**config.mk**
```make
export PLATFORM = sky130hd
export DESIGN_NAME = ascon_round_ctrl_flat
export DESIGN_NICKNAME = d
export VERILOG_FILES = /design/src/rtl/ascon_round_ctrl_if.sv /design/src/rtl/ascon_round_ctrl.sv /design/src/flat_wrapper.sv
export SDC_FILE = /design/constraint.sdc
export NUM_CORES = 1
export LEC_CHECK = 0
export ABC_AREA = 1
export BUFFER_PORTS_ARGS = -buffer_cell sky130_fd_sc_hd__buf_2
export CAP_MARGIN = 20
export CORE_MARGIN = 3
export CORE_UTILIZATION = 40
export CTS_CLUSTER_DIAMETER = 100
export DETAILED_ROUTE_END_ITERATION = 12
export PLACE_DENSITY = 0.6
export SETUP_SLACK_MARGIN = 0.4
export SYNTH_ARGS = -nofsm -noshare
export SYNTH_HDL_FRONTEND = slang
export SYNTH_SLANG_ARGS = --single-unit
```
**constraint.sdc**
```tcl
create_clock -name clk -period 1.8 [get_ports clk]
set_input_delay 0.18 -clock clk [delete_from_list [all_inputs] [get_ports clk]]
set_output_delay 0.18 -clock clk [all_outputs]
set_load 0.02 [all_outputs]
```
**src/rtl/ascon_round_ctrl_if.sv**
```systemverilog
// ascon_round_ctrl_if: start/done handshakes and datapath controls of the Ascon round sequencer
interface ascon_round_ctrl_if #(parameter int CNT_W = 16);
   logic             start_valid, start_ready, mode, abort;
   logic             state_en, state_sel, busy, done_valid, done_ready;
   logic [3:0]       rc_idx;
   logic [CNT_W-1:0] perm_cnt;
   modport master (
      output start_valid, mode, abort, done_ready,
      input  start_ready, state_en, state_sel, rc_idx, busy, done_valid, perm_cnt
   );
   modport slave (
      input  start_valid, mode, abort, done_ready,
      output start_ready, state_en, state_sel, rc_idx, busy, done_valid, perm_cnt
   );
endinterface

```
**src/rtl/ascon_round_ctrl.sv**
```systemverilog
// ascon_round_ctrl: sequences LOAD and p^a/p^b rounds for the Ascon state register
module ascon_round_ctrl #(
   parameter int ROUNDS_A = 12,
   parameter int ROUNDS_B = 6,
   parameter int CNT_W    = 16
) (
   input logic              clk,
   input logic              rst_n,
   ascon_round_ctrl_if.slave bus
);
   typedef enum logic [1:0] {IDLE, LOAD, ROUND, DONE} state_t;
   localparam logic [3:0] RA = 4'(ROUNDS_A);
   localparam logic [3:0] RB = 4'(ROUNDS_B);
   state_t           state, nxt;
   logic [3:0]       nrounds, rnd;
   logic [CNT_W-1:0] cnt;
   logic             accept, handshake;
   assign accept    = state == IDLE && bus.start_valid && !bus.abort;
   assign handshake = state == DONE && bus.done_ready && !bus.abort;
   always_ff @(posedge clk) begin
      if (!rst_n) begin
         state   <= IDLE;
         nrounds <= '0;
         rnd     <= '0;
         cnt     <= '0;
      end else begin
         state <= nxt;
         if (accept) nrounds <= bus.mode ? RB : RA;
         rnd <= (bus.abort || state != ROUND) ? 4'd0 : rnd + 4'd1;
         if (handshake) cnt <= cnt + 1'b1;
      end
   end
   always_comb begin
      nxt = state;
      case (state)
         IDLE:    nxt = bus.start_valid ? LOAD : IDLE;
         LOAD:    nxt = ROUND;
         ROUND:   nxt = (rnd == nrounds - 4'd1) ? DONE : ROUND;
         default: nxt = bus.done_ready ? IDLE : DONE;
      endcase
      if (bus.abort) nxt = IDLE;
   end
   // state_en is the only output gated combinationally (by abort); the rest are pure Moore
   assign bus.start_ready = state == IDLE;
   assign bus.state_en    = (state == LOAD || state == ROUND) && !bus.abort;
   assign bus.state_sel   = state == ROUND;
   assign bus.rc_idx      = state == ROUND ? 4'd12 - nrounds + rnd : 4'd0;
   assign bus.busy        = state == LOAD || state == ROUND;
   assign bus.done_valid  = state == DONE;
   assign bus.perm_cnt    = cnt;
endmodule

```
**src/flat_wrapper.sv**
```systemverilog
// flat-port wrapper written by rule: the top's interface ports become plain ports
module ascon_round_ctrl_flat 
#(
   parameter int ROUNDS_A = 12,
   parameter int ROUNDS_B = 6,
   parameter int CNT_W    = 16
)
  (clk, rst_n, bus_start_valid, bus_mode, bus_abort, bus_done_ready, bus_start_ready, bus_state_en, bus_state_sel, bus_rc_idx, bus_busy, bus_done_valid, bus_perm_cnt);
  ascon_round_ctrl_if #(.CNT_W(CNT_W)) bus_i ();
  input logic clk;
  input logic rst_n;
  input wire logic [$bits(bus_i.start_valid)-1:0] bus_start_valid;
  input wire logic [$bits(bus_i.mode)-1:0] bus_mode;
  input wire logic [$bits(bus_i.abort)-1:0] bus_abort;
  input wire logic [$bits(bus_i.done_ready)-1:0] bus_done_ready;
  output wire logic [$bits(bus_i.start_ready)-1:0] bus_start_ready;
  output wire logic [$bits(bus_i.state_en)-1:0] bus_state_en;
  output wire logic [$bits(bus_i.state_sel)-1:0] bus_state_sel;
  output wire logic [$bits(bus_i.rc_idx)-1:0] bus_rc_idx;
  output wire logic [$bits(bus_i.busy)-1:0] bus_busy;
  output wire logic [$bits(bus_i.done_valid)-1:0] bus_done_valid;
  output wire logic [$bits(bus_i.perm_cnt)-1:0] bus_perm_cnt;
  assign bus_i.start_valid = bus_start_valid;
  assign bus_i.mode = bus_mode;
  assign bus_i.abort = bus_abort;
  assign bus_i.done_ready = bus_done_ready;
  assign bus_start_ready = bus_i.start_ready;
  assign bus_state_en = bus_i.state_en;
  assign bus_state_sel = bus_i.state_sel;
  assign bus_rc_idx = bus_i.rc_idx;
  assign bus_busy = bus_i.busy;
  assign bus_done_valid = bus_i.done_valid;
  assign bus_perm_cnt = bus_i.perm_cnt;
  ascon_round_ctrl #(.ROUNDS_A(ROUNDS_A), .ROUNDS_B(ROUNDS_B), .CNT_W(CNT_W)) u_core (.clk(clk), .rst_n(rst_n), .bus(bus_i));
endmodule
```
==> results.txt <==
The run finished, with violations left. The checks that failed: setup timing. The net count of the finished layout is 243. For this run, the slowest stage of the critical path takes 0.35 ns.

The count of final max-slew check failures was 0; the core region area was 2900 µm². After synthesis the netlist holds a flip-flop and latch count of 25. The critical path contains buffers and inverters numbering 3 combined. Counting distinct cell types in the post-synthesis netlist gives 21. The final worst-path cycle share was 113%. Leaving out fill and tap cells, the most frequent cells in the layout are sky130_fd_sc_hd__nor2_1 (23), sky130_fd_sc_hd__buf_2 (23), sky130_fd_sc_hd__inv_1 (19). In this run the worst setup path begins at u_core.nrounds[1]$_SDFFE_PN0P_. At the placement stage, the worst setup path has a slack of 0.0846 ns. The starting DRC count in detailed routing is 36, and the number of antenna violations at the first check in global routing is 0. For the worst-skew pair, the clock arrives at the later sink with an insertion delay of 0.33 ns. Area of all placed cells without fillers: 1970 µm². In this run the critical register-to-register path is launched from u_core.nrounds[1]$_SDFFE_PN0P_.

The final routed wirelength across all metal layers was 3360 µm; the net count after synthesis was 188. The tools report the level count of the clock H-tree as 1. The run gives 1520 µm² as the post-placement cell area. The post-route non-filler standard cell count was 269. The initialized floorplan defines 19 standard-cell rows.

The via count of the first global-routing pass is 1218. Once detail routing completed, the nets flagged for antenna violations numbered 0. The layout cell share with drive strength beyond 1 works out to 46.3%. The number of antenna diodes in the final layout is 0. The sum of net half-perimeters after detailed placement was 2120 µm; the final hold slack was 0.0975 ns.

At the pin with the least slew margin, the transition time is 0.298 ns. Top cell family by delay on the critical path: adder cells. The count of port buffers added during placement is 30.

Compared with the post-synthesis result, the final layout area differs by 53.1%. The total negative slack came out at -0.329 ns. The post-synthesis area per instance is 7.44 µm². The tools report the clock sink total as 25.

The tools report the cell count after placement as 243. The path class of the tightest hold or removal check is primary input to register. The first global-routing pass estimated 5450 µm of wire. The setup path with the least slack is of type register to primary output. The global placement routability congestion is 0.809. The master of the slowest instance on the critical path was sky130_fd_sc_hd__dfxtp_2. The longest clock path from root to sink contains 2 buffers. For the minimum setup slack in the final design, the log shows -0.238 ns. The Yosys step of the flow raised 0 warnings.

For this configuration, the core starts out at a cell density of 44.4%. Area of the die: 3940 µm². Data on the critical path is required at its endpoint by 1.62 ns. Largest clock skew in the final design: 0.0113 ns. Aggregate global-route resource usage: 16.9%.

The static power due to leakage is 0.817 nW, and the number of top-level design ports is 31. Summing internal, switching and leakage power gives 0.968 mW. Max-slew headroom at the worst pin: 80.1%. The cell area after technology mapping came out at 1290 µm².

The tools report the number of search-and-repair iterations in the first detailed-routing pass as 4. In this run the power density over the cells is 491 nW/µm². The worst-case IR drop observed on VDD is 0.367 mV. The critical path goes through inv_2, ha_4, inv_2, fa_2, xnor2_2, xnor2_1, nor2_2, buf_6. The timing-limited maximum frequency is 0.491 GHz. The tool flagged a number of max-cap violations equal to 0. The tools report the final setup violation count as 2.

Clock tree synthesis selected as its root buffer the cell sky130_fd_sc_hd__clkbuf_4. The routed layout has 1292 vias. Measured along the y axis, the die boundary spans 62.7 µm. TritonCTS built the clock tree. Using the TritonRoute via totals, the vias-per-cell ratio works out to 4.80. The horizontal extent of the die came out at 62.7 µm. The data arrival at the endpoint of the critical path came out at 1.86 ns.

The number of clock buffers inserted by TritonCTS is 3, and the leftover overflow at the end of global routing is 0. The total count of hold-check failures in the final report is 0. The top fanout value on the critical path is 2.

Most common cell type on the critical path: sky130_fd_sc_hd__inv_2. The startpoint identified for the worst hold timing path is bus_mode. Launching element type of the critical path: a register.

The clock slew seen by the registers of the worst setup and hold paths is 0.15 ns. Sequential elements use 38.9% of the synthesized area. For this run, design rule violations remaining after detail routing come to 0. Setup repair after global routing could not meet its margin everywhere. The tools report the number of standard cells after synthesis as 173. The endpoint type of the worst setup path was a primary output. The maximum number of pins on one net before global-route repair came out at 16. The detailed-route wire length per cell is 12.5 µm, and the post-route minimum period is 2.04 ns. Cells fill 67.9% of the core in the end.
-- report_power, final --
| group | switching [mW] | internal (mW) |
|---|---|---|
| Clock | 0.182 | 0.0851 |
| Sequential | 0.00541 | 0.559 |
| Combinational | 0.0703 | 0.0666 |
| Total | 0.257 | 0.711 |
-- area by class of cell --
| type | count | area (µm²) |
|---|---|---|
| Fill cell | 249 | 930 |
| Multi-Input combinational cell | 120 | 883 |
| Sequential cell | 25 | 512 |
| Timing Repair Buffer | 51 | 389 |
| Inverter | 27 | 104 |
| Tap cell | 42 | 52.6 |
| Clock buffer | 3 | 22.5 |
| Clock inverter | 1 | 7.51 |
-- routing by layer --
metal	wire, µm	track usage [%]	share of wire [%]	up-vias
li1	-	-	-	664
met1	1360	19.6	41	602
met2	1870	30.4	56	22
met3	101	3.60	3.0	4
met4	29	6.34	0.86	0
met5	0	0	0	-
-- worst paths after layout --
kind | cells past startpoint | endpoint | slack, ns
hold reg to reg | 2 | u_core.rnd[3]$_SDFF_PP0_ | 0.50
hold / removal | 4 | u_core.nrounds[3]$_SDFFE_PN0P_ | 0.1
setup / recovery | 8 | bus_rc_idx[3] | -0.24
setup reg to reg | 9 | u_core.state[0]$_SDFF_PP0_ | 0.28
-- state kept, by name, indices dropped and copies added, names as in the netlist --
name	count
u_core.bus.perm_cnt	16
u_core.rnd	4
u_core.nrounds	3
u_core.state	2
-- logic make-up after synthesis --
kind of cell,share of synthesized area [%]
flip-flops,38.9
AO/OA/AOI/OAI,9.33
adder cells (fa/ha/maj),9.33
buffers and inverters,9.04
XOR/XNOR,5.44
AND/OR/NAND/NOR,28.0
-- worst reg2reg max path, cell delays in order, from the launching register on --
cell                      delay (ns)
sky130_fd_sc_hd__dfxtp_2        0.34
sky130_fd_sc_hd__inv_2          0.06
sky130_fd_sc_hd__ha_4           0.20
sky130_fd_sc_hd__buf_4          0.13
sky130_fd_sc_hd__buf_6          0.11
sky130_fd_sc_hd__buf_6          0.11
sky130_fd_sc_hd__buf_4          0.12
sky130_fd_sc_hd__nor3_2         0.16
sky130_fd_sc_hd__nand2_1        0.10
sky130_fd_sc_hd__a21oi_2        0.12
-- synth_stat cells, drive strengths merged --
| master | instances | share of area [%] |
|---|---|---|
| dfxtp | 25 | 39 |
| nand4 | 5 | 2.4 |
| xnor2 | 5 | 3.4 |
| nor3 | 6 | 2.3 |
| clkbuf | 1 | 0.29 |
| inv | 27 | 7.9 |
| a211oi | 1 | 0.58 |
| a21oi | 14 | 5.4 |
| buf | 1 | 0.87 |
| nor2 | 32 | 10 |
| nand3 | 13 | 5.1 |
| and2b | 1 | 0.68 |
| fa | 1 | 1.6 |
| or2 | 1 | 0.49 |
| nand2 | 21 | 6.5 |
| o21ai | 7 | 2.7 |
| o21bai | 1 | 0.58 |
| ha | 8 | 7.8 |
| xor2 | 3 | 2.0 |
-- what timing repair did --
item                                    in CTS  in global routing
hold buffers                                 0                  0
buffers inserted                            11                 10
pin swaps                                   10                 16
cloned                                       1                  0
endpoints found under the setup margin      20                 21
resized for setup                           37                 34
No activity file was read; power rests on OpenSTA's default activity.
